$ cat src/rtl/axi_ram_slave.sv
// AXI4 slave front-end for a dual-port byte-enabled RAM: AW/W/B drive port a, AR/R read port b.
// A 2-entry FIFO absorbs the RAM's 1-cycle read latency under R backpressure.
module axi_ram_slave #(
  parameter int ADDR_WIDTH     = 16,
  parameter int BATCH_WIDTH    = 4,
  parameter int BYTE_WIDTH     = 8,
  parameter int ID_WIDTH       = 4,
  parameter int AXI_ADDR_WIDTH = 32
) (
  input  logic                                aclk_i,
  input  logic                                aresetn_i,
  input  logic [ID_WIDTH-1:0]                 awid_i,
  input  logic [AXI_ADDR_WIDTH-1:0]           awaddr_i,
  input  logic [7:0]                          awlen_i,
  input  logic [1:0]                          awburst_i,
  input  logic                                awvalid_i,
  output logic                                awready_o,
  input  logic [BYTE_WIDTH*BATCH_WIDTH-1:0]   wdata_i,
  input  logic [BATCH_WIDTH-1:0]              wstrb_i,
  input  logic                                wlast_i,
  input  logic                                wvalid_i,
  output logic                                wready_o,
  output logic [ID_WIDTH-1:0]                 bid_o,
  output logic [1:0]                          bresp_o,
  output logic                                bvalid_o,
  input  logic                                bready_i,
  input  logic [ID_WIDTH-1:0]                 arid_i,
  input  logic [AXI_ADDR_WIDTH-1:0]           araddr_i,
  input  logic [7:0]                          arlen_i,
  input  logic [1:0]                          arburst_i,
  input  logic                                arvalid_i,
  output logic                                arready_o,
  output logic [ID_WIDTH-1:0]                 rid_o,
  output logic [BYTE_WIDTH*BATCH_WIDTH-1:0]   rdata_o,
  output logic [1:0]                          rresp_o,
  output logic                                rlast_o,
  output logic                                rvalid_o,
  input  logic                                rready_i,
  output logic [ADDR_WIDTH-1:0]               ram_addr_a_o,
  output logic [BYTE_WIDTH*BATCH_WIDTH-1:0]   ram_wdata_a_o,
  output logic [BATCH_WIDTH-1:0]              ram_be_a_o,
  output logic                                ram_we_a_o,
  output logic [ADDR_WIDTH-1:0]               ram_addr_b_o,
  input  logic [BYTE_WIDTH*BATCH_WIDTH-1:0]   ram_rdata_b_i
);
  localparam int DATA_W = BYTE_WIDTH * BATCH_WIDTH;
  localparam int OFF    = (BATCH_WIDTH > 1) ? $clog2(BATCH_WIDTH) : 0;

  typedef enum logic [1:0] {W_IDLE, W_DATA, W_RESP} w_state_e;
  typedef enum logic {R_IDLE, R_ISSUE} r_state_e;

  // ---------------- write side ----------------
  w_state_e              w_state_q;
  logic [ID_WIDTH-1:0]   w_id_q;
  logic [ADDR_WIDTH-1:0] w_addr_q;
  logic [7:0]            w_len_q, w_cnt_q;
  logic                  w_fixed_q, w_err_q;
  logic                  awready_q, wready_q, bvalid_q;
  logic [1:0]            bresp_q;
  logic [ID_WIDTH-1:0]   bid_q;
  logic                  w_last_beat, w_err_d;

  assign w_last_beat = (w_cnt_q == w_len_q);
  assign w_err_d     = w_err_q | (wlast_i != w_last_beat);

  always_ff @(posedge aclk_i or negedge aresetn_i) begin
    if (!aresetn_i) begin
      w_state_q <= W_IDLE;
      w_id_q    <= '0;
      w_addr_q  <= '0;
      w_len_q   <= '0;
      w_cnt_q   <= '0;
      w_fixed_q <= 1'b0;
      w_err_q   <= 1'b0;
      awready_q <= 1'b1;
      wready_q  <= 1'b0;
      bvalid_q  <= 1'b0;
      bresp_q   <= 2'b00;
      bid_q     <= '0;
    end else begin
      case (w_state_q)
        W_IDLE: if (awvalid_i) begin
          w_id_q    <= awid_i;
          w_addr_q  <= awaddr_i[ADDR_WIDTH+OFF-1:OFF];
          w_len_q   <= awlen_i;
          w_fixed_q <= (awburst_i == 2'b00);
          w_cnt_q   <= '0;
          w_err_q   <= 1'b0;
          awready_q <= 1'b0;
          wready_q  <= 1'b1;
          w_state_q <= W_DATA;
        end
        W_DATA: if (wvalid_i) begin
          w_err_q <= w_err_d;
          if (!w_fixed_q) w_addr_q <= w_addr_q + 1'b1;
          // Beat count alone closes the burst; a misplaced wlast only flags SLVERR.
          if (w_last_beat) begin
            wready_q  <= 1'b0;
            bvalid_q  <= 1'b1;
            bid_q     <= w_id_q;
            bresp_q   <= w_err_d ? 2'b10 : 2'b00;
            w_state_q <= W_RESP;
          end else begin
            w_cnt_q <= w_cnt_q + 8'd1;
          end
        end
        W_RESP: if (bready_i) begin
          bvalid_q  <= 1'b0;
          awready_q <= 1'b1;
          w_state_q <= W_IDLE;
        end
        default: w_state_q <= W_IDLE;
      endcase
    end
  end

  assign awready_o     = awready_q;
  assign wready_o      = wready_q;
  assign bvalid_o      = bvalid_q;
  assign bresp_o       = bresp_q;
  assign bid_o         = bid_q;
  assign ram_we_a_o    = wready_q & wvalid_i;
  assign ram_addr_a_o  = w_addr_q;
  assign ram_wdata_a_o = wdata_i;
  assign ram_be_a_o    = wstrb_i;

  // ---------------- read side ----------------
  r_state_e              r_state_q;
  logic                  arready_q;
  logic [ADDR_WIDTH-1:0] r_addr_q;
  logic [7:0]            r_len_q, r_cnt_q;
  logic                  r_fixed_q;
  logic [ID_WIDTH-1:0]   r_id_q;
  logic                  infl_q, infl_last_q;
  logic [ID_WIDTH-1:0]   infl_id_q;

  logic [DATA_W-1:0]     fifo_data_q [2];
  logic [ID_WIDTH-1:0]   fifo_id_q   [2];
  logic                  fifo_last_q [2];
  logic                  wr_ptr_q, rd_ptr_q;
  logic [1:0]            fifo_cnt_q;
  logic                  pop, issue;

  assign pop = (fifo_cnt_q != 2'd0) & rready_i;
  // Count the beat still inside the RAM so the FIFO can never overflow.
  assign issue = (r_state_q == R_ISSUE) &&
                 (({1'b0, fifo_cnt_q} + {2'b00, infl_q} - {2'b00, pop}) < 3'd2);

  always_ff @(posedge aclk_i or negedge aresetn_i) begin
    if (!aresetn_i) begin
      r_state_q   <= R_IDLE;
      arready_q   <= 1'b1;
      r_addr_q    <= '0;
      r_len_q     <= '0;
      r_cnt_q     <= '0;
      r_fixed_q   <= 1'b0;
      r_id_q      <= '0;
      infl_q      <= 1'b0;
      infl_last_q <= 1'b0;
      infl_id_q   <= '0;
    end else begin
      infl_q      <= issue;
      infl_last_q <= (r_cnt_q == r_len_q);
      infl_id_q   <= r_id_q;
      if (r_state_q == R_IDLE) begin
        if (arvalid_i) begin
          r_id_q    <= arid_i;
          r_addr_q  <= araddr_i[ADDR_WIDTH+OFF-1:OFF];
          r_len_q   <= arlen_i;
          r_fixed_q <= (arburst_i == 2'b00);
          r_cnt_q   <= '0;
          arready_q <= 1'b0;
          r_state_q <= R_ISSUE;
        end
      end else if (issue) begin
        if (!r_fixed_q) r_addr_q <= r_addr_q + 1'b1;
        if (r_cnt_q == r_len_q) begin
          arready_q <= 1'b1;
          r_state_q <= R_IDLE;
        end else begin
          r_cnt_q <= r_cnt_q + 8'd1;
        end
      end
    end
  end

  always_ff @(posedge aclk_i or negedge aresetn_i) begin
    if (!aresetn_i) begin
      wr_ptr_q   <= 1'b0;
      rd_ptr_q   <= 1'b0;
      fifo_cnt_q <= 2'd0;
      for (int i = 0; i < 2; i++) begin
        fifo_data_q[i] <= '0;
        fifo_id_q[i]   <= '0;
        fifo_last_q[i] <= 1'b0;
      end
    end else begin
      if (infl_q) begin
        fifo_data_q[wr_ptr_q] <= ram_rdata_b_i;
        fifo_id_q[wr_ptr_q]   <= infl_id_q;
        fifo_last_q[wr_ptr_q] <= infl_last_q;
        wr_ptr_q              <= ~wr_ptr_q;
      end
      if (pop) rd_ptr_q <= ~rd_ptr_q;
      fifo_cnt_q <= fifo_cnt_q + {1'b0, infl_q} - {1'b0, pop};
    end
  end

  assign arready_o    = arready_q;
  assign ram_addr_b_o = r_addr_q;
  assign rvalid_o     = (fifo_cnt_q != 2'd0);
  assign rdata_o      = fifo_data_q[rd_ptr_q];
  assign rid_o        = fifo_id_q[rd_ptr_q];
  assign rlast_o      = fifo_last_q[rd_ptr_q];
  assign rresp_o      = 2'b00;

  logic unused_addr_bits;
  assign unused_addr_bits = ^{awaddr_i, araddr_i};
endmodule

$ cat config.mk
export PLATFORM = sky130hd
export DESIGN_NAME = axi_ram_slave
export DESIGN_NICKNAME = d
export VERILOG_FILES = /design/src/rtl/axi_ram_slave.sv
export SDC_FILE = /design/constraint.sdc
export NUM_CORES = 1
export LEC_CHECK = 0
export ABC_AREA = 0
export BUFFER_PORTS_ARGS = -buffer_cell sky130_fd_sc_hd__buf_4
export CAP_MARGIN = 10
export CELL_PAD_IN_SITES_DETAIL_PLACEMENT = 1
export CELL_PAD_IN_SITES_GLOBAL_PLACEMENT = 2
export CORE_MARGIN = 3
export CORE_UTILIZATION = 30
export DETAILED_ROUTE_END_ITERATION = 8
export GPL_TIMING_DRIVEN = 1
export PLACE_DENSITY = 0.74
export RECOVER_POWER = 50
export SETUP_SLACK_MARGIN = 0.02
export SLEW_MARGIN = 20
export SYNTH_ARGS = -nofsm -noshare
export SYNTH_HDL_FRONTEND = slang
export SYNTH_SLANG_ARGS = --single-unit
$ cat constraint.sdc
create_clock -name aclk_i -period 3.7 [get_ports aclk_i]
set_clock_uncertainty 0.05 [all_clocks]
set_input_delay 0.37 -clock aclk_i [delete_from_list [all_inputs] [get_ports aclk_i]]
set_output_delay 0.37 -clock aclk_i [all_outputs]
set_load 0.02 [all_outputs]
After elaboration in Yosys (flattened, before gate mapping)
Index checks and enable logic that the tools add are counted.
W data, S select, Z words.
{"block": "word_totals", "out_inout_bits": 119, "in_bits": 168, "reg_bits": 172, "word_cells": 150}
{"block": "op_classes", "eq_ne": 15, "mux": 61, "magnitude_cmp": 4, "add_sub_neg": 8, "bitwise_logic": 8, "n_reduce_logical": 23}
{"operator": "$mux W32", "count": 4}
{"operator": "$mux W16", "count": 7}
{"operator": "$bwmux W64", "count": 1}
{"operator": "$mux W8", "count": 7}
{"operator": "$add A16 B1 Y16 const B", "count": 2}
{"operator": "$demux W32 S1", "count": 1}
{"operator": "$pmux W16 S2", "count": 1}
{"operator": "$mux W1", "count": 21}
{"operator": "$reduce_and A4 Y1", "count": 5}
{"operator": "$reduce_and A3 Y1", "count": 6}
{"operator": "$add A8 B1 Y8 const B", "count": 2}
{"operator": "$eq A8 B8 Y1", "count": 2}
{"operator": "$mux W4", "count": 4}
{"operator": "$ne A2 B2 Y1 const B", "count": 8}
{"operator": "$pmux W8 S2", "count": 1}
{"operator": "$mux W2", "count": 5}
{"operator": "$reduce_bool A2 Y1", "count": 5}
{"operator": "$bwmux W8", "count": 1}
{"operator": "$pmux W1 S2", "count": 4}
{"operator": "$logic_not A2 Y1", "count": 3}
{"operator": "$pmux W2 S3", "count": 1}
{"operator": "$demux W4 S1", "count": 1}
{"operator": "$ge A2 B2 Y1 const B", "count": 2}
{"operator": "$ne A2 B1 Y1 const B", "count": 2}
{"operator": "other kinds (17)", "count": 23}

Longest topological paths before layout
Gate-level depths: netlist (run 1).
{"block": "logic_depth", "ltp_word": 7, "ltp_mapped": 13, "mapped_depth_nobuf": 12}

Worst setup path after synthesis (run 1)
No wires, ideal clock.
{"block": "synth_path", "kind": "flip-flop to flip-flop", "startpoint": "reg fifo_cnt_q[1]", "endpoint": "reg r_addr_q[15] (netlist: ram_addr_b_o[15])", "n_path_buf": 0, "slack_ps": 653, "path_stages_with_launch": 12, "arrival_time_ps": 2876, "required_time_ps": 3530, "cell_sequence": "dfrtp_1 inv_1 nand2_1 and2_1 ha_1 inv_1 ha_1 fa_1 nand2b_1 o31a_1 or4_1 o211a_1"}
{"block": "synth_between", "elab_chain_cells": 7, "word_cells_on_any_way": 8}
{"item": "start, declared", "line": "141", "rtl": "logic [1:0] fifo_cnt_q;"}
{"item": "start signal, assigned", "line": "205", "rtl": "fifo_cnt_q <= fifo_cnt_q + {1'b0, infl_q} - {1'b0, pop};"}
{"item": "$reduce_bool A2 Y1"}
{"item": "named net rvalid_o", "line": "37", "rtl": "output logic rvalid_o,"}
{"item": "$and A1 B1 Y1", "line": "144", "rtl": "assign pop = (fifo_cnt_q != 2'd0) & rready_i;"}
{"item": "named net pop", "line": "142", "rtl": "logic pop, issue;"}
{"item": "$sub A3 B1 Y3", "line": "147", "rtl": "(({1'b0, fifo_cnt_q} + {2'b00, infl_q} - {2'b00, pop}) < 3'd2);"}
{"item": "$lt A3 B2 Y1", "line": "147"}
{"item": "$logic_and A1 B1 Y1", "line": "146", "rtl": "assign issue = (r_state_q == R_ISSUE) &&"}
{"item": "$ne A2 B1 Y1 (no source line)"}
{"item": "$reduce_and A3 Y1 (no source line)"}
{"item": "end signal, assigned", "line": "168", "rtl": "r_addr_q <= araddr_i[ADDR_WIDTH+OFF-1:OFF];"}
{"item": "end signal, assigned", "line": "176", "rtl": "if (!r_fixed_q) r_addr_q <= r_addr_q + 1'b1;"}
{"item": "end, declared", "line": "130", "rtl": "logic [ADDR_WIDTH-1:0] r_addr_q;"}
The timed path passes the listed nets, and every way through them passes these cells.
A chain may end at the register's enable or synchronous reset.

Worst setup path in the final report (run 1)
{"block": "layout_path", "startpoint": "reg fifo_cnt_q[1]", "endpoint": "reg r_addr_q[15] (netlist: ram_addr_b_o[15])"}
{"block": "layout_between", "elab_chain_cells": 7, "word_cells_on_any_way": 8}
{"item": "$reduce_bool A2 Y1", "line": "144"}
{"item": "$and A1 B1 Y1", "line": "144"}
{"item": "named net pop", "line": "142"}
{"item": "$sub A3 B1 Y3", "line": "147"}
{"item": "$lt A3 B2 Y1", "line": "147"}
{"item": "$logic_and A1 B1 Y1", "line": "146"}
{"item": "$ne A2 B1 Y1 (no source line)"}
{"item": "$reduce_and A3 Y1 (no source line)"}
The timed path passes the listed nets, and every way through them passes these cells.

==> results of run 1 <==
critical path: stages, from the launching register on:
cell and delay (ns):
sky130_fd_sc_hd__dfrtp_1 0.38, sky130_fd_sc_hd__inv_1 0.10, sky130_fd_sc_hd__nand2_1 0.07, sky130_fd_sc_hd__and2_0 0.20, sky130_fd_sc_hd__ha_1 0.28, sky130_fd_sc_hd__inv_1 0.04
sky130_fd_sc_hd__ha_1 0.18, sky130_fd_sc_hd__fa_1 0.45, sky130_fd_sc_hd__nand2b_1 0.25, sky130_fd_sc_hd__o31a_1 0.52, sky130_fd_sc_hd__or4_1 0.53, sky130_fd_sc_hd__o211a_1 0.12
where the power goes:
part	internal [mW]	total [mW]	switching [mW]
clock	0.975	1.81	0.834
sequential	2.68	3.35	0.675
combinational	1.90	4.05	2.15
state kept, by name, indices dropped and copies added (netlist names), 8 cells and up:
name	flops
ram_addr_b_o	16
w_cnt_q	8
r_cnt_q	8
w_len_q	8
ram_addr_a_o	16
fifo_id_q	8
fifo_data_q	64
r_len_q	8
routing by layer:
metal,vias to the layer above,global-route usage,wire length (um)
li1,2933,-,-
met1,3093,0.1991,10530
met2,131,0.2253,9857
met3,11,0.03315,759
met4,0,0.03575,176
met5,-,0,0
cells in the final DEF, fill, tap and decap left out, types with 4 or more instances in the layout:
| cell | count |
|---|---|
| sky130_fd_sc_hd__nor2_1 | 22 |
| sky130_fd_sc_hd__nor3_1 | 8 |
| sky130_fd_sc_hd__o31ai_1 | 6 |
| sky130_fd_sc_hd__xnor2_1 | 18 |
| sky130_fd_sc_hd__inv_1 | 12 |
| sky130_fd_sc_hd__ha_1 | 6 |
| sky130_fd_sc_hd__or3_1 | 7 |
| sky130_fd_sc_hd__buf_4 | 149 |
| sky130_fd_sc_hd__or4_1 | 5 |
| sky130_fd_sc_hd__nand2_1 | 117 |
| sky130_fd_sc_hd__nand3_1 | 19 |
| sky130_fd_sc_hd__mux2_2 | 117 |
| sky130_fd_sc_hd__a31oi_1 | 4 |
| sky130_fd_sc_hd__nand2b_1 | 8 |
| sky130_fd_sc_hd__a22oi_1 | 5 |
| sky130_fd_sc_hd__clkbuf_16 | 17 |
| sky130_fd_sc_hd__dfrtp_1 | 169 |
| sky130_fd_sc_hd__o22ai_1 | 12 |
| sky130_fd_sc_hd__inv_6 | 5 |
| sky130_fd_sc_hd__nand4_1 | 11 |
| sky130_fd_sc_hd__a21o_1 | 4 |
| sky130_fd_sc_hd__a21oi_1 | 46 |
| sky130_fd_sc_hd__a2bb2oi_1 | 5 |
| sky130_fd_sc_hd__clkbuf_1 | 39 |
| sky130_fd_sc_hd__o21ai_0 | 34 |
layout make-up:
cell class / instances / share of cell area
timing repair buffer: 192 / 0.1278
inverter: 12 / 0.004412
multi-input combinational: 510 / 0.3488
clock buffer: 18 / 0.04301
clock inverter: 14 / 0.01483
sequential: 171 / 0.4194
tap: 341 / 0.04179
cell families (layout without fill, tap and decap cells):
family | after synthesis | in the layout | share of synthesized area
buffers and inverters | 84 | 236 | 0.05657
xor gates and xnor gates | 21 | 21 | 0.02218
adders and majority gates | 7 | 7 | 0.01146
other | 1 | 3 | 0.0004521
muxes | 120 | 120 | 0.1625
DFF | 171 | 171 | 0.5162
and+or+nand+nor | 225 | 225 | 0.1311
AOI/OAI and AO/OA | 134 | 134 | 0.09956
path summary, 6_finish.rpt:
check	start	to	slack [ns]	cells after the start
worst max-delay path	fifo_cnt_q[1]	ram_addr_b_o[15]	0.42	11
worst min-delay path	arburst_i[0]	r_fixed_q	0.06	2
worst max register to register	fifo_cnt_q[1]	ram_addr_b_o[15]	0.42	11
worst min register to register	r_id_q[0]	infl_id_q[0]	0.35	0
max in group asynchronous	aresetn_i	fifo_id_q[4]	1.04	3
min in group asynchronous	aresetn_i	w_id_q[2]	1.06	2
metrics by stage:
| step | instances | hold WS (ns) | power [mW] | util | setup slack [ns] |
|---|---|---|---|---|---|
| after floorplan | 765 | 0.02441 | 6.111 | - | 0.6535 |
| after global placement | 1225 | 0.3113 | 7.530 | 0.3613 | 0.4480 |
| after detailed placement | 1225 | 0.3256 | 7.627 | 0.3613 | 0.4242 |
| after CTS | 1258 | 0.04331 | 9.496 | 0.3836 | 0.4179 |
| after global routing | 1258 | 0.05096 | 9.905 | 0.3778 | 0.2213 |
| final | 1258 | 0.06007 | 9.210 | 0.3778 | 0.4228 |
==> summary by stage, run 1 <==
Detailed routing
The iteration count of the initial detailed-routing pass is 4. Summed over all layers, the routed wires come to 21320 um. The post-detailed-route count of antenna-violating nets is 0. The number of DRC markers in iteration 0 is 287. The wire length per cell is 16.95 um.

The remaining routing DRC violations is 0. Detailed routing inserted a total of 6168 vias. Dividing the detail-routed via count by the number of cells gives 4.903.

Synth
Counting flops with a built-in enable in the synthesized netlist gives 0. The cell type with the largest total area after synthesis is sky130_fd_sc_hd__dfrtp_1. The synthesized area is 8294 sq um. The share of flip-flops with an asynchronous set or reset is 1.000.

The share of synthesized area in the top cell type comes to 0.5099. The number of different library cells in the post-synthesis netlist is 57. Dividing the synthesized area by the synthesized cell count gives 10.87 sq um. Among all cell types in the netlist, the one instantiated most often is sky130_fd_sc_hd__dfrtp_1. Yosys printed 0 warnings. For this run, the leading register cell type out of synthesis is sky130_fd_sc_hd__dfrtp_1.

Synthesis produced a netlist whose cell count is 763. In this run, synthesis produced a sequential element count of 171. After synthesis, the most frequently instantiated cells are sky130_fd_sc_hd__dfrtp_1 (169), sky130_fd_sc_hd__nand2_1 (118), sky130_fd_sc_hd__mux2_2 (117), sky130_fd_sc_hd__a21oi_1 (46), sky130_fd_sc_hd__buf_4 (39). The sequential-to-total area share from yosys stat is 0.5162. In the post-synthesis netlist, the biggest area contributors are sky130_fd_sc_hd__dfrtp_1 (51%), sky130_fd_sc_hd__mux2_2 (16%), sky130_fd_sc_hd__nand2_1 (5.3%), sky130_fd_sc_hd__buf_4 (3.5%), sky130_fd_sc_hd__a21oi_1 (2.8%).

Layout
The share of cells above drive strength 1 is 0.3479. The area of combinational cells with multiple inputs is 3561 sq um. The sequential cell area is 4282 sq um. The area growth from synthesis to layout is 23.10%. The final layout contains 1079 nets. After routing the design area is 10210 sq um. The antenna diode count is 0.

The number of inserted filler cells in the final layout is 3061.

Floorplan
In this run the core area contains 60 standard-cell rows. The die covers 29680 sq um. The placeable core area is 27030 sq um. The die outline width is 172.3 um. The effective utilization at floorplan is 0.3069. 287 I/O pins were placed.

The die height is 172.3 um.

STA
The final count of hold timing violations came to 0. The transition time at the pin with the least slew margin is 2.201 ns. The final count of negative-setup-slack endpoints is 0. The final setup TNS is 0 ns. Setup repair after global routing left no endpoint under its margin. The number of pins with negative max-slew slack in the final report is 123. Counting I/O delays and the setup requirement, the final critical path takes 3.277 ns. In the finished design, the share of the clock period the worst path needs comes to 0.8857.

Headroom to the max-slew limit came out at -0.4672. The timing-limited maximum frequency is 305.1 MHz.

Global routing
The via count of the first global-routing pass came to 6354. The wire length of the first global-routing pass is 33600 um. The number of antenna violations at the first check in global routing came to 0. Across every metal layer, demand over resource in global routing totals 0.1427.

The maximum number of pins on one net before global-route repair is 85. The total overflow left after global routing is 0.

Critical path
The required time of the critical path is 3.97 ns. The category of the worst setup path launch point is a register. Along the worst path, the maximum fanout reaches 14. The data arrival time of the worst path is 3.55 ns. The worst setup path is of the register to register kind.

STA classifies the critical path endpoint as a register.

CTS
In this run, post-CTS repair resized a total of 0 instances. TritonCTS built the clock tree. Clock tree synthesis selected as its root buffer the cell sky130_fd_sc_hd__clkbuf_16. The cts-stage hold buffer count is 1. In this run the number of H-tree levels came out at 4. The clock latency on the worst-skew pair is 0.43 ns. Post-CTS timing repair inserted 0 buffers for setup. The clock transition at the register clock pins on the worst setup and hold paths after CTS is 0.08 ns. The number of sinks on the clock net is 171.

Clock tree synthesis inserted a total of 17 buffers. The number of buffers on the longest clock path is 2.

Run
The reported max-cap violation count is 2.

Placed design
The count of buffers inserted at the top-level ports is 179. The placer's final routability congestion estimate is 0.7469. Once detailed placement completed, the half-perimeter wirelength came to 14730 um. The cell area after placement is 9766 sq um.

Run status
The final reports fail on capacitance limit, slew limit. The flow ran to the end, but the final reports show violations.

Hold path
The path class of the tightest hold or removal check is input port to register.

Power
The static leakage is 4.575 nW. In this run the power density over the cells is 902.1 nW/um^2. The worst-case IR drop observed on VDD is 0.0002498 V.
(Power assumes the default switching activity.)
==> run 2, diff against run 1 <==
CORE_UTILIZATION = 31   (was 30)
PLACE_DENSITY = 0.77   (was 0.74)
clock period = 3.3 ns   (was 3.7 ns; I/O delays follow)
==> run 2 against run 1 <==
The flow still finishes with violations (capacitance limit, slew limit). Maximum frequency increased by 7.3%. Non-clock buffer count increased by 12. Register-to-register slack got worse by 0.18 ns. Routed wire length fell by 0.71%. Final cell count increased by 0.40%. Critical endpoint unchanged. Global-route usage increased by 0.76 points. Power is 14% higher.
==> summary by stage, run 2 (synthesis results as in run 1) <==
Placed design
The pre-CTS setup slack is 0.1279 ns (-0.2963 ns). The number of placed cells counting well taps is 1228 (+0.24%). The cell area after placement is 9812 sq um (+0.47%).

The placer's final routability congestion estimate came to 0.7615 (+2.0%). The HPWL after detailed placement is 15200 um (+3.2%). The count of buffers inserted at the top-level ports was 179 (unchanged).

Global routing
The number of antenna violations at the first check in global routing is 0 (unchanged). The global-route congestion overflow total is 0 (unchanged). The maximum number of pins on one net before global-route repair was 83 (-2.4%). The wire length of the first global-routing pass came to 35000 um (+4.2%). The via count of the first global-routing pass is 6735 (+6.0%).

The global routing usage summed across all routing layers is 0.1503 (+0.007629).

Layout
The antenna diode count is 0 (unchanged). In the layout the commonest cells are sky130_fd_sc_hd__dfrtp_1 (169), sky130_fd_sc_hd__buf_4 (162), sky130_fd_sc_hd__mux2_2 (117), sky130_fd_sc_hd__nand2_1 (117), sky130_fd_sc_hd__a21oi_1 (46). The final instance area is 10280 sq um (+0.74%). The number of nets in the final layout is 1091 (+1.1%). The non-filler instance count after layout came to 1263 (+0.40%). The utilization after layout is 0.3925 (+0.01468). The leading cell type in the layout, fill and taps excluded is sky130_fd_sc_hd__dfrtp_1.

The share of cells above drive strength 1 came to 0.3588 (+0.01096). The flip-flop count of the largest register, all copies and words added is 64 (unchanged). The largest register by flop count is fifo_data_q. Relative to the synthesized area, the layout overhead comes to 24.00%.

Critical path
The category of the worst setup path launch point is a register. The critical path in this run is classified as register to register. The maximum cell stage delay along the critical path is 0.48 ns (-0.05 ns). The count of buffering cells on the critical path with inverters included is 2 (unchanged). The cell family contributing the most delay on the critical path is adder cells.

The data arrival time of the worst path was 3.32 ns (-0.23 ns). The maximum fanout along the worst path is 4 (-10). The required time of the critical path is 3.57 ns (-0.40 ns). The worst setup path is captured at a register. The critical path goes through inv_1, nand2_1, and2_0, ha_1, inv_1, ha_1, fa_1, nand2b_4, o31a_1, or4_1, o211a_1. The slowest cell on the critical path is sky130_fd_sc_hd__or4_1.

CTS
TritonCTS built the clock tree. The number of sinks on the clock net is 171 (unchanged). The clock transition at the register clock pins on the worst setup and hold paths after CTS is 0.08 ns (about the same). The number of buffers inserted during clock tree synthesis is 17 (unchanged).

The clock tree root buffer cell is sky130_fd_sc_hd__clkbuf_16. The number of H-tree levels is 4 (unchanged). The number of buffers on the longest clock path is 2 (unchanged). The clock latency on the worst-skew pair was 0.42 ns (about the same).

Detailed routing
The number of DRC markers in iteration 0 is 255 (-11%). The total met2 wirelength after detailed routing is 10440 um (+5.9%). The highest routing layer actually used is met4. The remaining routing DRC violations came to 0 (unchanged).

The iteration count of the initial detailed-routing pass was 4 (unchanged). The post-detailed-route count of antenna-violating nets is 0 (unchanged). The wire length per cell was 16.76 um (-1.1%). The wire length the detailed router placed on met1 is 9779 um (-7.1%). The wire length after detailed routing is 21170 um (-0.71%).

The detailed-routed wire length on met3 is 686 um (-9.6%). The number of vias in the routed layout came to 6204 (+0.58%). The number of vias per cell after detailed routing was 4.912 (+0.19%).

Power
The static leakage came to 4.651 nW (+1.7%). The power density of the placed cells is 1017 nW/um^2 (+13%). The total power after layout is 10.46 mW (+14%). The maximum vdd ir drop is 0.0003183 V (+27%).

STA
The time the worst path needs with I/O delays and setup is 3.055 ns (-0.2224 ns). The final setup TNS is 0 ns (unchanged). The worst slew slack as a fraction of its limit is -0.4087 (+0.05854). The final count of negative-setup-slack endpoints came to 0 (unchanged). The post-route clock period utilization is 0.9257 (+0.03995). The number of pins with negative max-slew slack in the final report is 83 (-33%). Setup repair after global routing left no endpoint under its margin.

The transition time at the pin with the least slew margin was 2.113 ns (-0.08781 ns). The final count of hold timing violations is 0 (unchanged). The final worst slack is 0.2453 ns (-0.1776 ns). The timing-limited maximum frequency was 327.4 MHz (+7.3%). The final-layout worst hold slack came to 0.02717 ns (-0.03290 ns).

Floorplan
The die height came to 169.6 um (-1.6%). The die area is 28750 sq um (-3.1%). The placeable core area is 26210 sq um (-3.0%). The effective utilization at floorplan is 0.3165 (+0.009597). The die outline width is 169.6 um (-1.6%).

The count of standard-cell rows is 59 (-1.7%). The number of top-level pins is 287 (unchanged).

Hold path
The min-delay analysis places its worst path in the category input port to register.

Run status
The checks that failed: capacitance limit, slew limit. The run finished, with violations left.

Run
The reported max-cap violation count is 1 (-1).
[run 2: what timing repair did]
action,CTS,global route
gates resized for setup,0,3
hold endpoints to repair,77,0
endpoints found under the setup margin,0,11
hold buffers,2,0
setup buffers,0,2
[run 2: area by class of cell]
type	count	area, sq um
Fill cell	2903	15920
Sequential cell	171	4282
Multi-Input combinational cell	510	3572
Timing Repair Buffer	204	1393
Clock buffer	19	442.9
Tap cell	335	419.2
Clock inverter	12	131.4
Inverter	12	45.04
[run 2: report_power, final]
group / switching [mW] / total, mW / internal (mW)
Sequential: 0.643 / 3.65 / 3.01
Clock: 0.902 / 1.99 / 1.09
Combinational: 2.56 / 4.82 / 2.26
[run 2: final timing paths]
path                               start  cells past startpoint  slack [ns]                to
max                        fifo_cnt_q[1]                     11        0.25  ram_addr_b_o[15]
min                         arburst_i[1]                      2        0.03         r_fixed_q
max reg2reg                fifo_cnt_q[1]                     11        0.25  ram_addr_b_o[15]
min reg2reg                    r_id_q[1]                      0        0.33      infl_id_q[1]
max in group asynchronous      aresetn_i                      3        0.72  ram_addr_b_o[12]
min in group asynchronous      aresetn_i                      2        0.98         w_id_q[2]
[run 2: worst reg2reg max path, stage by stage, from the launching register on]
cell and delay (ns):
sky130_fd_sc_hd__dfrtp_1 0.39, sky130_fd_sc_hd__inv_1 0.11, sky130_fd_sc_hd__nand2_1 0.07, sky130_fd_sc_hd__and2_0 0.19, sky130_fd_sc_hd__ha_1 0.29, sky130_fd_sc_hd__inv_1 0.04
sky130_fd_sc_hd__ha_1 0.18, sky130_fd_sc_hd__fa_1 0.47, sky130_fd_sc_hd__nand2b_4 0.19, sky130_fd_sc_hd__o31a_1 0.37, sky130_fd_sc_hd__or4_1 0.48, sky130_fd_sc_hd__o211a_1 0.12
[run 2: routing by layer]
| metal | vias to the layer above | track usage |
|---|---|---|
| met5 | - | 0 |
| met4 | 0 | 0.04694 |
| met3 | 14 | 0.02492 |
| met2 | 144 | 0.2510 |
| met1 | 3093 | 0.2008 |
| li1 | 2953 | - |
==> run 3, diff against run 2 <==
CAP_MARGIN = default   (was 10)
HOLD_SLACK_MARGIN = 0.06   (was default)
==> run 3 against run 2 <==
The run still ends with capacitance limit, slew limit left. Highest routed layer unchanged. Routed wire length grew 1.1%. Sequential cell count is the same. Combinational power grew 1%. Clock-buffer cell count is the same. Non-clock buffer count grew 28. First-iteration DRC count shrank 9.0%. Die area is the same.
==> summary by stage, run 3 (synthesis results as in run 1) <==
CTS
The clock latency on the worst-skew pair came to 0.43 ns (about the same). The clock transition at the register clock pins on the worst setup and hold paths after CTS was 0.08 ns (about the same). The number of buffers on the longest clock path was 2 (unchanged). The number of H-tree levels was 4 (unchanged). The number of buffers inserted during clock tree synthesis is 17 (unchanged). The number of sinks on the clock net came to 171 (unchanged). The clock tree from TritonCTS is built.

The clock tree root buffer cell is sky130_fd_sc_hd__clkbuf_16.

Critical path
The cell depth of the worst flop-to-flop path is 11 (unchanged). The required time of the critical path is 3.57 ns (about the same). The data arrival time of the worst path is 3.33 ns (about the same).

The worst setup slack for register-to-register paths came to 0.24 ns (about the same). In this run the critical register-to-register path is launched from fifo_cnt_q[1]. The critical path is of the register to register type.

STA classifies the critical path startpoint as a register. The maximum fanout along the worst path is 4 (unchanged). The endpoint of the lowest-slack register-to-register path is ram_addr_b_o[15]. The worst setup path is captured at a register.

Power
The power density of the placed cells is 994.8 nW/um^2 (-2.2%). The total power after layout is 10.51 mW (+0.50%). The maximum vdd ir drop is 0.0003183 V (about the same).

The static leakage is 4.775 nW (+2.7%).

Detailed routing
The number of DRC markers in iteration 0 is 232 (-9.0%). The post-detailed-route count of antenna-violating nets is 0 (unchanged). The number of vias per cell after detailed routing is 4.904 (-0.17%).

The remaining routing DRC violations is 0 (unchanged). The wire length after detailed routing is 21400 um (+1.1%). The wire length per cell is 16.58 um (-1.1%). The iteration count of the initial detailed-routing pass is 4 (unchanged). The number of vias in the routed layout came to 6331 (+2.0%).

Floorplan
The effective utilization at floorplan is 0.3165 (unchanged). The die outline width came to 169.6 um (unchanged). The count of standard-cell rows was 59 (unchanged).

The die area came to 28750 sq um (unchanged). The die height is 169.6 um (unchanged). The number of top-level pins is 287 (unchanged). The placeable core area came to 26210 sq um (unchanged).

Hold path
The worst min-delay path category is input port to register. The hold-critical path depth is 3 (+1). In this run the most critical hold path is launched from arid_i[1]. For hold timing, the worst endpoint is r_id_q[1].

Layout
The number of nets in the final layout was 1119 (+2.6%). fifo_data_q holds more flip-flops than any other register. The number of inserted filler cells in the final layout is 2899 (-0.14%). The library cells used most frequently in the layout, excluding fill and tap cells, are sky130_fd_sc_hd__dfrtp_1 (169), sky130_fd_sc_hd__buf_4 (163), sky130_fd_sc_hd__mux2_2 (117), sky130_fd_sc_hd__nand2_1 (117), sky130_fd_sc_hd__a21oi_1 (46).

The flip-flop count of the largest register, all copies and words added is 64 (unchanged). The utilization after layout is 0.4033 (+0.01084). Compared with the post-synthesis result, the final layout area differs by 27.43%.

The share of cells above drive strength 1 is 0.3504 (-0.008418). The leading cell type in the layout, fill and taps excluded is sky130_fd_sc_hd__dfrtp_1. The antenna diode count was 0 (unchanged).

Global routing
The via count of the first global-routing pass was 6823 (+1.3%). The wire length of the first global-routing pass is 35450 um (+1.3%). The number of antenna violations at the first check in global routing was 0 (unchanged). The global-route congestion overflow total came to 0 (unchanged). The maximum number of pins on one net before global-route repair is 83 (unchanged).

The global routing usage summed across all routing layers is 0.1523 (+0.001929).

STA
The final count of hold timing violations is 0 (unchanged). Setup repair after global routing left no endpoint under its margin. The final count of negative-setup-slack endpoints is 0 (unchanged). The final setup TNS is 0 ns (unchanged). The final worst slack is 0.2411 ns (-0.004215 ns). The timing-limited maximum frequency is 326.9 MHz (-0.14%). The worst slew slack as a fraction of its limit is -0.4065 (+0.002188).

The final-layout worst hold slack is 0.08360 ns (+0.05643 ns). The transition time at the pin with the least slew margin is 2.110 ns (-0.003281 ns). The number of pins with negative max-slew slack in the final report is 83 (unchanged). The time the worst path needs with I/O delays and setup is 3.059 ns (+0.004215 ns).

The post-route clock period utilization is 0.9270 (+0.001277).

Placed design
The HPWL after detailed placement is 15200 um (unchanged). The placer's final routability congestion estimate is 0.7615 (unchanged). The pre-CTS setup slack is 0.1279 ns (unchanged). The count of buffers inserted at the top-level ports is 179 (unchanged).

Run status
The run finished, with violations left. The checks that failed: capacitance limit, slew limit.

Run
The reported max-cap violation count is 1 (unchanged).
run 3: cell count changes in the layout (fill, tap and decap cells not counted):
cell,change
sky130_fd_sc_hd__buf_4,+1
sky130_fd_sc_hd__dlygate4sd3_1,+28
sky130_fd_sc_hd__clkbuf_1,-1
sky130_fd_sc_hd__or2_2,+1
sky130_fd_sc_hd__or2_0,-1
run 3: critical path: stages (launching register included):
cell,delay [ns]
sky130_fd_sc_hd__dfrtp_1,0.39
sky130_fd_sc_hd__inv_1,0.11
sky130_fd_sc_hd__nand2_1,0.07
sky130_fd_sc_hd__and2_0,0.19
sky130_fd_sc_hd__ha_1,0.29
sky130_fd_sc_hd__inv_1,0.04
sky130_fd_sc_hd__ha_1,0.18
sky130_fd_sc_hd__fa_1,0.47
sky130_fd_sc_hd__nand2b_4,0.19
sky130_fd_sc_hd__o31a_1,0.37
sky130_fd_sc_hd__or4_1,0.48
sky130_fd_sc_hd__o211a_1,0.12
run 3: stage by stage:
step | cells | instance area [sq um]
floorplan | 765 | 8302
global placement | 1228 | 9812
detailed placement | 1228 | 9812
CTS | 1289 | 10690
global route | 1291 | 10570
finish | 1291 | 10570
run 3: report_power, final:
part,switching (mW),internal [mW]
logic,2.57,2.30
registers,0.644,3.01
clock network,0.905,1.09
run 3: routing by layer:
layer / GRT usage / vias to the layer above / share of wire
met5: 0 / - / 0
met1: 0.2014 / 3159 / 0.46
li1: - / 3010 / -
met4: 0.04694 / 0 / 0.013
met3: 0.02562 / 14 / 0.035
met2: 0.2566 / 148 / 0.49
run 3: layout make-up:
class	count	area [sq um]	share of cell area
multi-input cells	510	3572	0.3380
repair buffers	232	1677	0.1586
flip-flops and latches	171	4282	0.4051
inverters	12	45.04	0.004262
well taps	335	419.2	0.03966
clock inverters	12	131.4	0.01243
clock buffers	19	442.9	0.04191
run 3: repair_timing:
action,4_1_cts,5_1_grt
buffers inserted,0,2
resized for setup,0,3
hold buffers,30,0
endpoints found under the setup margin,0,11
endpoints found under the hold margin,103,0
run 3: worst max-delay path by stage:
stage	from	to	slack, ns
finish	fifo_cnt_q[1]	ram_addr_b_o[15]	0.24
global route	fifo_cnt_q[1]	ram_addr_b_o[5]	0.03
CTS	fifo_cnt_q[1]	ram_addr_b_o[15]	0.10
detailed placement	fifo_cnt_q[1]	r_cnt_q[7]	0.13
global placement	fifo_cnt_q[1]	ram_addr_b_o[15]	0.19
floorplan	fifo_cnt_q[1]	ram_addr_b_o[15]	0.25
